### src/rtl/game_pkg.sv
// rtl/game_pkg.sv - shared screen geometry, colour constants and plotter state encoding
package game_pkg;

    localparam int SCREEN_W = 160;
    localparam int SCREEN_H = 120;
    localparam int CELL     = 4;
    localparam int GRID_W   = SCREEN_W / CELL;
    localparam int GRID_H   = SCREEN_H / CELL;

    localparam logic [2:0] BLACK = 3'b000;
    localparam logic [2:0] RED   = 3'b100;
    localparam logic [2:0] GREEN = 3'b010;
    localparam logic [2:0] BLUE  = 3'b001;
    localparam logic [2:0] WHITE = 3'b111;

    localparam logic [2:0] BG_COLOUR      = BLACK;
    localparam logic [2:0] OUTLINE_COLOUR = WHITE;

    typedef enum logic [1:0] {
        ST_IDLE,
        ST_CELL,
        ST_CLEAR,
        ST_DONE
    } plot_state_t;

endpackage

### src/rtl/xy_scan_counter.sv
// rtl/xy_scan_counter.sv - reloadable 2-D raster counter (x inner, y outer) with last-pixel flag
module xy_scan_counter #(
    parameter int XW = 8,
    parameter int YW = 7
) (
    input  logic          clk,
    input  logic          reset_n,
    input  logic          load,
    input  logic          en,
    input  logic [XW-1:0] width,
    input  logic [YW-1:0] height,
    output logic [XW-1:0] x,
    output logic [YW-1:0] y,
    output logic          last
);

    logic [XW-1:0] w_lim;
    logic [YW-1:0] h_lim;
    logic          x_end;
    logic          y_end;

    assign x_end = (x == w_lim - 1'b1);
    assign y_end = (y == h_lim - 1'b1);
    assign last  = x_end && y_end;

    always_ff @(posedge clk or negedge reset_n) begin
        if (!reset_n) begin
            x     <= '0;
            y     <= '0;
            w_lim <= '0;
            h_lim <= '0;
        end else if (load) begin
            x     <= '0;
            y     <= '0;
            w_lim <= width;
            h_lim <= height;
        end else if (en) begin
            if (x_end) begin
                x <= '0;
                y <= y_end ? '0 : y + 1'b1;
            end else begin
                x <= x + 1'b1;
            end
        end
    end

endmodule

### src/rtl/cell_plotter.sv
// rtl/cell_plotter.sv - expands cell draw requests and screen clears into vga_adapter pixel writes (optional CELL_OUTLINE_EN)
module cell_plotter
    import game_pkg::*;
(
    input  logic       clk,
    input  logic       reset_n,
    input  logic       req_valid,
    output logic       req_ready,
    input  logic [5:0] req_cell_x,
    input  logic [4:0] req_cell_y,
    input  logic [2:0] req_colour,
    input  logic       clear_req,
    output logic       busy,
    output logic       done,
    output logic [7:0] vga_x,
    output logic [6:0] vga_y,
    output logic [2:0] vga_colour,
    output logic       vga_plot
);

    localparam logic [7:0] CELL_W8 = 8'(CELL);
    localparam logic [6:0] CELL_H7 = 7'(CELL);
    localparam logic [7:0] SCR_W8  = 8'(SCREEN_W);
    localparam logic [6:0] SCR_H7  = 7'(SCREEN_H);
    localparam logic [6:0] GRID_W7 = 7'(GRID_W);
    localparam logic [5:0] GRID_H6 = 6'(GRID_H);

    plot_state_t state, state_next;
    logic        clear_pend;
    logic [7:0]  base_x;
    logic [6:0]  base_y;
    logic [2:0]  cell_colour;
    logic [2:0]  cell_pix;
    logic        take, in_range, load, load_screen, scan_last;
    logic [7:0]  scan_x, lim_w;
    logic [6:0]  scan_y, lim_h;

    assign in_range  = ({1'b0, req_cell_x} < GRID_W7) && ({1'b0, req_cell_y} < GRID_H6);
    assign req_ready = (state == ST_IDLE) && !clear_req;
    assign busy      = (state == ST_CELL) || (state == ST_CLEAR);
    assign done      = (state == ST_DONE);
    assign vga_plot  = busy;
    assign lim_w     = load_screen ? SCR_W8 : CELL_W8;
    assign lim_h     = load_screen ? SCR_H7 : CELL_H7;

    xy_scan_counter #(.XW(8), .YW(7)) u_scan (
        .clk     (clk),
        .reset_n (reset_n),
        .load    (load),
        .en      (busy),
        .width   (lim_w),
        .height  (lim_h),
        .x       (scan_x),
        .y       (scan_y),
        .last    (scan_last)
    );

    always_ff @(posedge clk or negedge reset_n) begin
        if (!reset_n) begin
            state <= ST_IDLE;
        end else begin
            state <= state_next;
        end
    end

    // Out-of-range cells skip straight to DONE so the done pulse lands one cycle after transfer.
    always_comb begin
        state_next  = state;
        take        = 1'b0;
        load        = 1'b0;
        load_screen = 1'b0;
        unique case (state)
            ST_IDLE: begin
                if (clear_req) begin
                    state_next  = ST_CLEAR;
                    load        = 1'b1;
                    load_screen = 1'b1;
                end else if (req_valid) begin
                    take       = 1'b1;
                    load       = 1'b1;
                    state_next = in_range ? ST_CELL : ST_DONE;
                end
            end
            ST_CELL, ST_CLEAR: begin
                if (scan_last) state_next = ST_DONE;
            end
            ST_DONE: begin
                if (clear_pend || clear_req) begin
                    state_next  = ST_CLEAR;
                    load        = 1'b1;
                    load_screen = 1'b1;
                end else begin
                    state_next = ST_IDLE;
                end
            end
            default: state_next = ST_IDLE;
        endcase
    end

    always_ff @(posedge clk or negedge reset_n) begin
        if (!reset_n) begin
            clear_pend  <= 1'b0;
            base_x      <= '0;
            base_y      <= '0;
            cell_colour <= '0;
        end else begin
            if (state_next == ST_CLEAR) begin
                clear_pend <= 1'b0;
            end else if ((state == ST_CELL) && clear_req) begin
                clear_pend <= 1'b1;
            end
            if (take) begin
                base_x      <= 8'(req_cell_x) * CELL_W8;
                base_y      <= 7'(req_cell_y) * CELL_H7;
                cell_colour <= req_colour;
            end
        end
    end

`ifdef CELL_OUTLINE_EN
    logic on_edge;
    assign on_edge  = (scan_x == '0) || (scan_x == CELL_W8 - 8'd1) ||
                      (scan_y == '0) || (scan_y == CELL_H7 - 7'd1);
    // Erasing with the background colour must not leave an outline behind.
    assign cell_pix = (on_edge && (cell_colour != BG_COLOUR)) ? OUTLINE_COLOUR : cell_colour;
`else
    assign cell_pix = cell_colour;
`endif

    always_comb begin
        vga_x      = '0;
        vga_y      = '0;
        vga_colour = '0;
        if (state == ST_CELL) begin
            vga_x      = base_x + scan_x;
            vga_y      = base_y + scan_y;
            vga_colour = cell_pix;
        end else if (state == ST_CLEAR) begin
            vga_x      = scan_x;
            vga_y      = scan_y;
            vga_colour = BG_COLOUR;
        end
    end

endmodule
### config.mk
export PLATFORM = sky130hd
export DESIGN_NAME = cell_plotter
export DESIGN_NICKNAME = d
export VERILOG_FILES = /design/src/rtl/game_pkg.sv /design/src/rtl/xy_scan_counter.sv /design/src/rtl/cell_plotter.sv
export SDC_FILE = /design/constraint.sdc
export NUM_CORES = 1
export LEC_CHECK = 0
export ABC_AREA = 0
export BUFFER_PORTS_ARGS = -buffer_cell sky130_fd_sc_hd__buf_2
export CORE_MARGIN = 5
export CORE_UTILIZATION = 55
export CTS_BUF_LIST = sky130_fd_sc_hd__clkbuf_16
export CTS_CLUSTER_SIZE = 14
export DETAILED_ROUTE_END_ITERATION = 7
export HOLD_SLACK_MARGIN = 0.12
export PLACE_DENSITY_LB_ADDON = 0.1
export SYNTH_ARGS = -nofsm -noshare
export SYNTH_HDL_FRONTEND = slang
export SYNTH_SLANG_ARGS = --single-unit
### constraint.sdc
create_clock -name clk -period 3.1 [get_ports clk]
set_input_delay 0.775 -clock clk [delete_from_list [all_inputs] [get_ports clk]]
set_output_delay 0.775 -clock clk [all_outputs]
set_load 0.02 [all_outputs]
After elaboration in Yosys (flattened, before gate mapping)
Index checks and enable logic that the tools add are counted.
- order comparisons: 2
- eq/ne operators: 6
- reductions and logical operators: 13
- $add $sub $neg: 6
- muxes and demuxes: 30
- operators by type and width (cell ; count):
    7-bit 2-to-1 mux ; 7
    8-bit 2-to-1 mux ; 6
    2-bit 2-to-1 mux ; 5
    8-bit by 1-bit adder with 8-bit output, second input constant ; 1
    8-bit adder ; 1
    8-bit equality test ; 1
    1-bit 2-to-1 mux ; 8
    8-bit by 1-bit subtractor with 8-bit output, second input constant ; 1
    7-bit by 1-bit adder with 7-bit output, second input constant ; 1
    7-bit adder ; 1
    7-bit equality test ; 1
    7-bit by 1-bit subtractor with 7-bit output, second input constant ; 1
    2-bit equality test, second input constant ; 3
    6-bit less-than comparator, second input constant ; 1
    2-bit case mux with 3 select lines ; 1
    2-bit nonzero test ; 3
    5-bit less-than comparator, second input constant ; 1
    1-bit logical AND ; 4
    1-bit case mux with 2 select lines ; 2
    3-bit 2-to-1 mux ; 1
    2-bit by 1-bit equality test with 1-bit output, second input constant ; 1
    2-bit zero test ; 1
    1-bit logical OR ; 2
    2-bit AND reduction ; 1
    2 further kinds ; 2
- output and inout bits: 22
- flip-flop bits (word level): 47
- input bits: 18
- logic and storage cells: 66

Depth between registers and ports, before layout
Gate-level depths: netlist of run 1.
- depth after elaboration: 8
- mapped depth: 8

Cells and area by module
A second synthesis of run 1 with hierarchy kept.
- cells, all modules: 321
- area total of the unflattened synthesis: 3099.2 um^2
- modules (own cells, without submodules) (module ; cells an instance ; area an instance (um^2) ; sequential area each (um^2) ; instances):
    xy_scan_counter ; 181 ; 1773.0 ; 750.7 ; 1
    cell_plotter ; 140 ; 1326.3 ; 425.4 ; 1

Worst setup path after synthesis of run 1
No wires, ideal clock.
- kind: flip-flop to output port
- start point: register u_scan.y[2]
- end point: output port vga_y[6]
- stages on the path, launching flop included: 9
- arrival time: 1.926 ns
- setup slack: 0.399 ns
- cell sequence: dfrtp_1 ha_1 inv_1 fa_1 nor2b_1 o21ai_0 nor3b_1 nor3b_1 a2bb2oi_1
- cells in the longest elaborated chain, start to end: 2
- RTL lines (element ; RTL line ; text):
    start: declaration ; xy_scan_counter.sv:13 ; output logic [YW-1:0] y,
    start signal: assignment ; xy_scan_counter.sv:40 ; y <= y_end ? '0 : y + 1'b1;
    7-bit adder ; cell_plotter.sv:136 ; vga_y = base_y + scan_y;
    7-bit 2-to-1 mux ; cell_plotter.sv:134 ; if (state == ST_CELL) begin
    end: declaration ; cell_plotter.sv:16 ; output logic [6:0] vga_y,
Every way passes these cells.

Worst setup path in the final report of run 1
Ends and elaborated chain as after synthesis.

==> key figures, run 1 <==
Die
  • Die Width: about 76 microns
  • Initial Util: just under 60%
  • # rows: 23
  • Die footprint: ~5700 sq um
  • Top-Level Pins: 40
  • Die height: approximately 76 microns
  • Core area: roughly 4100 sq um

Detailed routing
  • DR iter-0 viols: 65
  • Total wire length: between 5000 and 6000 microns
  • Drt drc: 0
  • Vias after detailed routing: 2022
  • Wirelength per Cell: 16.1 microns
  • DRT Pass-1 Iters: 4
  • Routed vias/inst: around 6
  • Final ANT Viol Nets: 0

Pwr
  • Power per Cell Area: 1090 nW/um^2
  • P_leak: about 0.0013 uW
  • Tot Pwr: between 3000 and 4000 uW
  • VDD IR-drop max: roughly 0.63 mV

Setup path
  • Setup crit end kind: output port
  • R2r startpoint: state[1]
  • Critical Path Fanout Max: 4
  • Worst reg-to-reg setup slack: about 1.1 ns
  • Critical path required time: roughly 2.3 ns
  • Critical Path AT: between 2 and 2.5 ns
  • Worst setup SP type: register
  • Reg2reg end: cell_colour[1]
  • Setup CP Type: reg -> out
  • Register-to-Register Path Depth: 5

Placement
  • Placed cells: 330
  • DP HPWL: between 3000 and 4000 microns
  • Port Buffers: 39
  • Final GP Congestion: ~0.83

Synthesis
  • Avg Cell Area, Syn: 9.66 sq um
  • Number of flops mapped to enable cells by yosys: 0
  • Synth Area in XOR/XNOR: 5.18%
  • Main area contributors after synthesis: dfrtp_1 (36%), ha_1 (9.0%), mux2_2 (5.2%)
  • #FFs+latches synth: 34
  • Synth Area in Adders: 10.7%
  • Mapped Cells: 245
  • Synth async-reset ratio: 100%
  • Main combinational cell family by area after synthesis: simple AND/OR/NAND/NOR gates
  • Sequential cell area fraction in the yosys report: around 36%
  • Post-synth top flop: dfrtp_1
  • Post-Syn Nets: between 200 and 300
  • Largest area contributor in the netlist: dfrtp_1
  • Simple-Gate Fraction of Synth Area: between 10% and 20%
  • Post-synthesis compound-gate area fraction: roughly 16%
  • Syn Std Cell Area: roughly 2400 sq um
  • YS warnings: 0
  • Yosys top cell area share: between 30% and 40%
  • Mux contribution to synthesized area: 8.36%
  • Netlist cell types: 53

Global route
  • Total grt overflow: 0
  • First-pass GRT wire length: between 9000 and 10000 microns
  • Vias in the first global route: between 1.5k and 2k
  • Largest net degree at the start of global routing: 35
  • All-layer global routing usage: 20.7%
  • Initial antenna violation count: 0

STA
  • Setup TNS: 0 ns
  • Relative slew margins: between 40% and 50%
  • Fin crit period: just under 3 ns
  • Worst-Margin Slew: 0.796 ns
  • Period utilization: between 90% and 100%
  • Final hold viol count: 0
  • Fmax: around 0.34 GHz
  • Hold WS: approximately 0.5 ns
  • Clock skew: roughly 0.0063 ns
  • Max-slew violations: 0
  • Finish-stage setup viols: 0

Outcome
  • Status: complete, no violations

Finish
  • Final Util: around two thirds
  • Area Growth Syn to Fin: 17.0%
  • Final nets: between 300 and 400
  • Final instance count without filler cells: between 300 and 400
  • Share of layout cells above drive strength 1: ~26%
  • N_diodes: 0

Min path
  • Hold path cells: 1
  • Hold endpoint: cell_colour[0]
  • Worst hold path type: reg -> reg
  • HP Start: cell_colour[0]

Clock network
  • Clock Tree Buf Depth: 2
  • CTS tree: built
  • Total clock sinks: 34
  • Clock Latency Late Sink: between 0.2 and 0.3 ns
  • Clock Root Buffer: clkbuf_16
  • Reg clk slew, reported paths: 0.06 ns
  • H-tree levels: 2
  • CTS buffer count: 5
  • CTS Hold Bufs: 0

Run
  • Max cap viols: 0
[layout make-up]
type	instances	area [sq um]
clock inverters	3	12.5
well taps	50	62.6
fillers	327	1320
repair buffers	43	228
clock buffers	5	125
flip-flops and latches	34	855
inverters	14	52.6
multi-input cells	190	1430
[cell usage in the layout, fill, tap and decap left out, types with 4 or more instances in the layout]
| cell type | netlist | final |
|---|---|---|
| xnor2_1 | 5 | 5 |
| inv_1 | 13 | 14 |
| xor2_1 | 9 | 9 |
| nor2b_1 | 10 | 10 |
| o21ai_0 | 21 | 21 |
| nor2_1 | 11 | 11 |
| mux2i_1 | 4 | 4 |
| and2_1 | 5 | 5 |
| buf_2 | 1 | 38 |
| a21o_1 | 4 | 4 |
| nand2_1 | 17 | 17 |
| mux2_2 | 11 | 11 |
| nor3_1 | 4 | 4 |
| o31ai_1 | 7 | 7 |
| nand4_1 | 7 | 7 |
| ha_1 | 17 | 17 |
| a21oi_1 | 6 | 6 |
| buf_4 | 3 | 5 |
| dfrtp_1 | 34 | 31 |
| nand3_1 | 6 | 6 |
| clkbuf_16 | 0 | 5 |
[where the power goes]
group / total (uW) / switching [uW] / internal (uW)
logic: 1720 / 995 / 720
clock network: 472 / 182 / 290
registers: 826 / 192 / 635
total: 3010 / 1370 / 1650
[per-layer routing]
metal,up-vias,global-route usage [%],wire [microns]
li1,968,-,-
met1,990,28.4,2600
met2,54,33.4,2470
met3,10,3.69,289
met4,0,6.60,98
met5,-,0,0
[how the worst max path moves through the flow]
| stage | start | endpoint | slack [ns] | cells past startpoint |
|---|---|---|---|---|
| global placement | u_scan.y[2] | vga_y[6] | 0.39 | 9 |
| CTS | u_scan.y[2] | vga_y[6] | 0.002 | 9 |
| global route | u_scan.y[4] | vga_y[6] | -0.07 | 7 |
| floorplan | u_scan.y[2] | vga_y[6] | 0.40 | 8 |
| detailed placement | u_scan.y[2] | vga_y[6] | 0.29 | 9 |
| finish | u_scan.y[2] | vga_y[6] | 0.12 | 9 |
[metrics by stage]
stage          cell area (sq um)  setup WS [ns]
2_1_floorplan               2370          0.399
5_1_grt                     2770        -0.0669
6_report                    2770          0.124
3_3_place_gp                2610          0.392
4_1_cts                     2750        0.00222
3_5_place_dp                2610          0.289
[state kept, by name, indices dropped and copies added (netlist names)]
signal and cells:
state 2, u_scan.y 7, base_y 5, u_scan.x 8
clear_pend 1, cell_colour 3, base_x 6, u_scan.h_lim 2
[synth_stat cells (3+ instances only)]
cell type	instances
nand3_1	6
nor3_1	4
mux2i_1	4
clkbuf_1	3
a211oi_1	3
dfrtp_1	34
mux2_1	3
nor2b_1	10
nor3b_1	4
a21o_1	4
ha_1	17
inv_1	13
nand2_1	17
o21ai_0	21
xnor2_1	5
xor2_1	9
buf_4	3
and2_1	5
o31ai_1	7
nand4_1	7
mux2_2	11
nor2_1	11
o21a_1	3
a21oi_1	6
[cell families after synthesis]
kind of cell,Yosys count
simple gates,80
compound gates,59
flops,34
buf+inv,21
fa+ha+maj,19
mux,18
xor+xnor,14
[worst max-delay path: stages, from the launching register on]
cell	delay (ns)
dfrtp_2	0.39
ha_1	0.17
inv_1	0.05
fa_1	0.40
nor2b_1	0.11
o21ai_0	0.11
a21boi_1	0.24
o21ai_0	0.13
a2bb2oi_1	0.17
buf_4	0.16
[timing repair]
action | 4_1_cts | 5_1_grt
setup endpoints to repair | 0 | 2
buffers inserted | 0 | 1
resized for setup | 0 | 7
(Power assumes the default switching activity.)
==> run 2: changes to the inputs <==
--- a/config.mk
+++ b/config.mk
@@ -5,13 +5,13 @@
 export SDC_FILE = /design/constraint.sdc
 export NUM_CORES = 1
 export LEC_CHECK = 0
-export ABC_AREA = 0
-export BUFFER_PORTS_ARGS = -buffer_cell sky130_fd_sc_hd__buf_2
+export ABC_AREA = 1
 export CORE_MARGIN = 5
 export CORE_UTILIZATION = 55
 export CTS_BUF_LIST = sky130_fd_sc_hd__clkbuf_16
 export CTS_CLUSTER_SIZE = 14
 export DETAILED_ROUTE_END_ITERATION = 7
+export DONT_BUFFER_PORTS = 1
 export HOLD_SLACK_MARGIN = 0.12
 export PLACE_DENSITY_LB_ADDON = 0.1
 export SYNTH_ARGS = -nofsm -noshare
==> run 2 against run 1 <==
Net effect: sequential cell count unchanged; register-to-register slack got worse by 0.28 ns; final cell count increased by 11%; wire length shrank 2.7%; clock power is 1% lower; critical path depth decreased by 2; critical endpoint unchanged; via count down 0.69%; largest cell class unchanged.
==> key figures, run 2 <==
Synthesis
  • Simple-Gate Fraction of Synth Area: 25.7% (+6.2 points)
  • Synth Area in Adders: 10.5% (-0.19 points)
  • Mapped Cells: 314 (+28%)
  • Netlist cell types: 29 (-45%)
  • Main area contributors after synthesis: dfrtp_1 (35%), nand2_1 (9.5%), ha_1 (8.8%)
  • #FFs+latches synth: 34 (unchanged)
  • Post-synthesis compound-gate area fraction: 9.92% (-6.5 points)
  • Synth async-reset ratio: 100% (unchanged)
  • Post-Syn Nets: 351 (+24%)
  • Mux contribution to synthesized area: 5.61% (-2.7 points)
  • Synth Area in XOR/XNOR: 4.00% (-1.2 points)
  • Main combinational cell family by area after synthesis: simple AND/OR/NAND/NOR gates
  • Syn Std Cell Area: 2410 sq um (+1.9%)
  • Largest area contributor in the netlist: dfrtp_1
  • Count leader, synth: nand2_1
  • Top post-synthesis cells by count: nand2_1 (61), inv_1 (41), nor2_1 (35)
  • Number of flops mapped to enable cells by yosys: 0 (unchanged)
  • Post-synth top flop: dfrtp_1
  • Sequential cell area fraction in the yosys report: 35.3% (-0.65 points)
  • YS warnings: 0 (unchanged)
  • Avg Cell Area, Syn: 7.67 sq um (-21%)
  • Yosys top cell area share: 35.3% (-0.65 points)

Setup path
  • Buffer and inverter count on the worst path: 2 (unchanged)
  • Cell repeated most along the worst path: o21ai_0
  • CP delay by family, top: adder cells
  • Slowest cell on crit path: dfrtp_1
  • Setup crit end kind: output port
  • Critical Path Fanout Max: 8 (+4)
  • R2r startpoint: state[0]
  • Crit-path cells: ha_1 -> inv_1 -> fa_1 -> o21ai_0 -> xor2_1 -> o21ai_0 -> buf_4
  • Setup CP Type: reg -> out
  • Critical path origin: u_scan.y[2]
  • Critical Path AT: 2.09 ns (-0.11 ns)
  • Worst setup SP type: register
  • Worst path max stage delay: 0.46 ns (+0.06 ns)
  • Critical path required time: 2.32 ns (about the same)

STA
  • Worst-Margin Slew: 0.488 ns (-0.309 ns)
  • Setup TNS: 0 ns (unchanged)
  • PnR worst setup slack: 0.239 ns (+0.115 ns)
  • Relative slew margins: 67.5% (+21 points)
  • Finish-stage setup viols: 0 (unchanged)
  • Period utilization: 92.3% (-3.7 points)
  • Fmax: 0.350 GHz (+4.0%)
  • Clock skew: 0.00502 ns (-0.00127 ns)
  • Max-slew violations: 0 (unchanged)
  • Fin crit period: 2.86 ns (-0.115 ns)
  • RSZ-0062 raised after global routing: no
  • Final hold viol count: 0 (unchanged)
  • Hold WS: 0.193 ns (-0.305 ns)

Clock network
  • H-tree levels: 2 (unchanged)
  • Clock Root Buffer: clkbuf_16
  • CTS tree: built
  • Clock Latency Late Sink: 0.27 ns (about the same)
  • Postcts setup bufs: 0 (unchanged)
  • Clock Tree Buf Depth: 2 (unchanged)
  • CTS Hold Bufs: 0 (unchanged)
  • Total clock sinks: 34 (unchanged)
  • Reg clk slew, reported paths: 0.05 ns (about the same)
  • CTS buffer count: 5 (unchanged)
  • CTS-repair resized insts: 0 (unchanged)

Finish
  • Final nets: 359 (+10%)
  • Largest Register: u_scan.x
  • Top flop regs: u_scan.x (8), u_scan.y (7), base_x (6)
  • Final Util: 61.2% (-6.5 points)
  • Area Growth Syn to Fin: 9.09%
  • N_diodes: 0 (unchanged)
  • Max FFs per register: 8 (unchanged)
  • Commonest non-fill, non-tap cells in the layout: nand2_1 (61), inv_1 (42), nor2_1 (35)
  • Share of layout cells above drive strength 1: 13.3% (-12 points)
  • Filler cells: 403 (+23%)
  • Commonest non-fill, non-tap cell in the layout: nand2_1

Die
  • # rows: 24 (+4.3%)
  • Initial Util: 56.1% (-1.8 points)
  • Top-Level Pins: 40 (unchanged)
  • Die footprint: 5800 sq um (+1.6%)
  • Core area: 4290 sq um (+5.1%)
  • Die Width: 76.2 microns (+0.79%)
  • Die height: 76.2 microns (+0.79%)

Pwr
  • VDD IR-drop max: 0.629 mV (-0.26%)
  • Tot Pwr: 2910 uW (-3.5%)
  • Power per Cell Area: 1110 nW/um^2 (+1.7%)
  • P_leak: 0.00132 uW (+1.1%)

Global route
  • Largest net degree at the start of global routing: 35 (unchanged)
  • First-pass GRT wire length: 9180 microns (+1.8%)
  • Met2 Use GR: 32.0% (-1.3 points)
  • Total grt overflow: 0 (unchanged)
  • Initial antenna violation count: 0 (unchanged)
  • Vias in the first global route: 1911 (-1.0%)
  • Met3 usage: 4.02% (+0.32 points)
  • Busiest layer in global routing: met2
  • Met1 usage: 24.6% (-3.8 points)
  • All-layer global routing usage: 19.0% (-1.7 points)

Detailed routing
  • DR iter-0 viols: 143 (+120%)
  • DRT Pass-1 Iters: 4 (unchanged)
  • Vias after detailed routing: 2008 (-0.69%)
  • Routed vias/inst: 5.35 (-10%)
  • Wirelength per Cell: 14.2 microns (-12%)
  • Drt drc: 0 (unchanged)
  • Final ANT Viol Nets: 0 (unchanged)
  • Total wire length: 5320 microns (-2.7%)

Outcome
  • Status: complete, no violations

Min path
  • Worst hold path type: in -> async

Placement
  • DP HPWL: 4140 microns (+4.1%)
  • Place WS: 0.548 ns (+0.260 ns)
  • Port Buffers: 0 (-100%)
  • Final GP Congestion: 0.902 (+8.3%)

Run
  • Max cap viols: 0 (unchanged)
run 2: cell count changes in the layout (fill, tap and decap cells not counted), sizes merged, moves of 5 or more:
cell	change
inv	+31
nor2	+25
nand3	+16
o31ai	-7
and2	-6
nor3	+5
buf	-34
a21oi	+9
nand2	+48
nor2b	-10
run 2: area by class of cell:
type,count,area (sq um),share of cell area [%]
Inverter,44,165,6.28
Timing Repair Buffer,9,67.6,2.57
Clock buffer,5,125,4.76
Sequential cell,34,851,32.4
Tap cell,52,65.1,2.48
Clock inverter,3,12.5,0.476
Multi-Input combinational cell,228,1340,51.1
run 2: path summary, 6_finish.rpt:
kind / slack [ns] / cells past startpoint / endpoint
setup / recovery: 0.24 / 7 / vga_y[6]
hold / removal: 0.19 / 0 / base_x[7]
setup reg to reg: 0.79 / 9 / u_scan.y[6]
hold reg to reg: 0.49 / 1 / u_scan.h_lim[5]
max in group asynchronous: 2.82 / 0 / u_scan.y[3]
min in group clk: 0.49 / 1 / u_scan.h_lim[5]
run 2: cells by family (layout without fill, tap and decap cells):
group,count (synthesis),in the layout
flops,34,34
mux,12,12
xor+xnor,11,11
simple gates,143,143
fa+ha+maj,19,19
buf+inv,52,61
compound gates,43,43
run 2: metal layers:
layer | part of all wire, % | vias up | wire [microns]
li1 | - | 1031 | -
met1 | 43 | 928 | 2310
met2 | 51 | 43 | 2710
met3 | 4.7 | 6 | 248
met4 | 0.92 | 0 | 49
met5 | 0 | - | 0
run 2: power by group:
part,internal [uW],total (uW),switching [uW],leakage (uW)
registers,641,838,196,0.000426
logic,574,1610,1030,0.000818
clock network,290,465,175,0.0000724
total,1510,2910,1400,0.00132
run 2: metrics by stage:
stage          std cells  cell area (sq um)
2_1_floorplan        314               2410
3_3_place_gp         367               2490
3_5_place_dp         367               2490
4_1_cts              375               2630
5_1_grt              375               2630
6_report             375               2630
run 2: worst reg2reg max path, stage by stage (launching register included):
cell and delay, ns:
dfrtp_1 0.40, inv_1 0.10, ha_1 0.53, inv_1 0.18, nand2_2 0.20, nand2_2 0.19
nand2_2 0.29, inv_2 0.16, nand2_1 0.08, o21ai_0 0.07
==> run 3: changes to the inputs <==
==> constraint.sdc (replaced) <==
create_clock -name clk -period 3.1 [get_ports clk]
set_input_delay 0.93 -clock clk [delete_from_list [all_inputs] [get_ports clk]]
set_output_delay 0.93 -clock clk [all_outputs]
set_load 0.005 [all_outputs]
==> run 3 against run 2 <==
Net effect: die area unchanged; worst setup slack lost 0.011 ns; hold slack improved by 0.15 ns; clock power increased by 21%; combinational power is 14% lower; total power fell by 3.9%; critical path depth is 1 lower; non-clock buffer count decreased by 8; maximum frequency decreased by 0.38%; global-route usage up 0.76 points; final cell count decreased by 2.1%; critical endpoint unchanged.
==> key figures, run 3 (synthesized netlist as in run 2, its figures left out) <==
STA
  • Worst-Margin Slew: 0.491 ns (+0.00283 ns)
  • RSZ-0062 raised after global routing: no
  • Finish-stage setup viols: 0 (unchanged)
  • Clock skew: 0.00210 ns (-0.00292 ns)
  • Final hold viol count: 0 (unchanged)
  • Fin crit period: 2.87 ns (+0.0110 ns)
  • Max-slew violations: 0 (unchanged)
  • Fmax: 0.348 GHz (-0.38%)
  • Setup TNS: 0 ns (unchanged)
  • Relative slew margins: 67.3% (-0.19 points)
  • Hold WS: 0.344 ns (+0.151 ns)
  • Period utilization: 92.6% (+0.36 points)

Finish
  • Largest Register: u_scan.x
  • Final Util: 60.5% (-0.76 points)
  • Commonest non-fill, non-tap cells in the layout: nand2_1 (61), inv_1 (41), nor2_1 (35)
  • Filler cells: 389 (-3.5%)
  • Area Growth Syn to Fin: 7.74%
  • Final nets: 351 (-2.2%)
  • N_diodes: 0 (unchanged)
  • Final instance count without filler cells: 367 (-2.1%)
  • Share of layout cells above drive strength 1: 11.7% (-1.6 points)
  • Max FFs per register: 8 (unchanged)
  • Top flop regs: u_scan.x (8), u_scan.y (7), base_x (6)
  • Commonest non-fill, non-tap cell in the layout: nand2_1

Placement
  • Port Buffers: 0 (unchanged)
  • Final GP Congestion: 0.912 (+1.1%)
  • Placed cells: 359 (-2.2%)
  • DP HPWL: 4050 microns (-2.3%)

Outcome
  • Status: complete, no violations

Global route
  • First-pass GRT wire length: 9400 microns (+2.4%)
  • Initial antenna violation count: 0 (unchanged)
  • Total grt overflow: 0 (unchanged)
  • All-layer global routing usage: 19.8% (+0.76 points)
  • Vias in the first global route: 1987 (+4.0%)
  • Largest net degree at the start of global routing: 35 (unchanged)

Setup path
  • Critical Path Fanout Max: 8 (unchanged)
  • Worst reg-to-reg setup slack: 1.01 ns (+0.22 ns)
  • R2r startpoint: state[0]
  • Critical path origin: u_scan.y[2]
  • Reg2reg end: u_scan.y[4]
  • Register-to-Register Path Depth: 8 (-1)
  • Critical path required time: 2.17 ns (-0.15 ns)
  • Setup CP Type: reg -> out
  • Setup crit end kind: output port
  • Critical Path AT: 1.94 ns (-0.15 ns)
  • Worst setup SP type: register
  • Crit path capture: vga_y[6]

Detailed routing
  • Total wire length: 5420 microns (+2.0%)
  • Routed vias/inst: 5.39 (+0.60%)
  • DRT Pass-1 Iters: 4 (unchanged)
  • Vias after detailed routing: 1977 (-1.5%)
  • Final ANT Viol Nets: 0 (unchanged)
  • Wirelength per Cell: 14.8 microns (+4.2%)
  • Drt drc: 0 (unchanged)
  • DR iter-0 viols: 115 (-20%)

Die
  • # rows: 24 (unchanged)
  • Initial Util: 56.1% (unchanged)
  • Die footprint: 5800 sq um (unchanged)
  • Core area: 4290 sq um (unchanged)
  • Die Width: 76.2 microns (unchanged)
  • Top-Level Pins: 40 (unchanged)
  • Die height: 76.2 microns (unchanged)

Clock network
  • CTS tree: built
  • Postcts setup bufs: 0 (unchanged)
  • CTS buffer count: 5 (unchanged)
  • Reg clk slew, reported paths: 0.05 ns (about the same)
  • Clock Root Buffer: clkbuf_16
  • CTS-repair resized insts: 0 (unchanged)
  • Total clock sinks: 34 (unchanged)
  • H-tree levels: 2 (unchanged)
  • Clock Tree Buf Depth: 2 (unchanged)
  • Clock Latency Late Sink: 0.28 ns (about the same)
  • CTS Hold Bufs: 0 (unchanged)

Pwr
  • Power per Cell Area: 1080 nW/um^2 (-2.7%)
  • VDD IR-drop max: 0.560 mV (-11%)
  • P_leak: 0.00128 uW (-2.4%)

Min path
  • Worst hold path type: in -> async

Run
  • Max cap viols: 0 (unchanged)
-- run 3: changes by cell type in the layout (fill, tap and decap cells not counted) --
cell,delta
clkinv_2,+1
buf_4,-8
clkinv_1,-1
inv_1,-1
bufinv_16,+1
-- run 3: final cells by class --
cell class | instances | area (sq um) | share of cell area, %
clock inverters | 3 | 40.0 | 1.54
multi-input cells | 228 | 1340 | 51.7
clock buffers | 5 | 125 | 4.82
inverters | 44 | 165 | 6.36
repair buffers | 1 | 7.51 | 0.289
flip-flops and latches | 34 | 851 | 32.8
well taps | 52 | 65.1 | 2.51
-- run 3: worst min path at each step --
stage,end,cells after the start
finish,base_x[3],0
global route,base_x[4],0
CTS,base_x[4],0
detailed placement,u_scan.h_lim[5],1
global placement,u_scan.h_lim[5],1
floorplan,u_scan.h_lim[5],1
-- run 3: per-stage QoR --
step	power [uW]	cell area, sq um	setup WS, ns
2_1_floorplan	1990	2410	0.668
3_3_place_gp	2220	2430	0.552
3_5_place_dp	2240	2430	0.533
4_1_cts	2820	2600	0.221
5_1_grt	3070	2600	0.0635
6_report	2800	2600	0.228
-- run 3: worst max-delay path, stage by stage, from the launching register on --
cell and delay [ns]:
dfrtp_1 0.47, ha_1 0.21, inv_1 0.05, fa_1 0.40, o21ai_0 0.22, xor2_1 0.09, o21ai_0 0.22
-- run 3: metal layers --
layer	track usage, %	wire (microns)
met3	5.08	288
met5	0	0
met1	25.2	2390
met2	32.9	2690
met4	5.77	48
-- run 3: report_power, final --
part / internal (uW) / switching, uW / total (uW) / leakage (uW)
clock: 376 / 186 / 562 / 0.0000836
sequential: 641 / 199 / 840 / 0.000426
combinational: 517 / 877 / 1390 / 0.000775
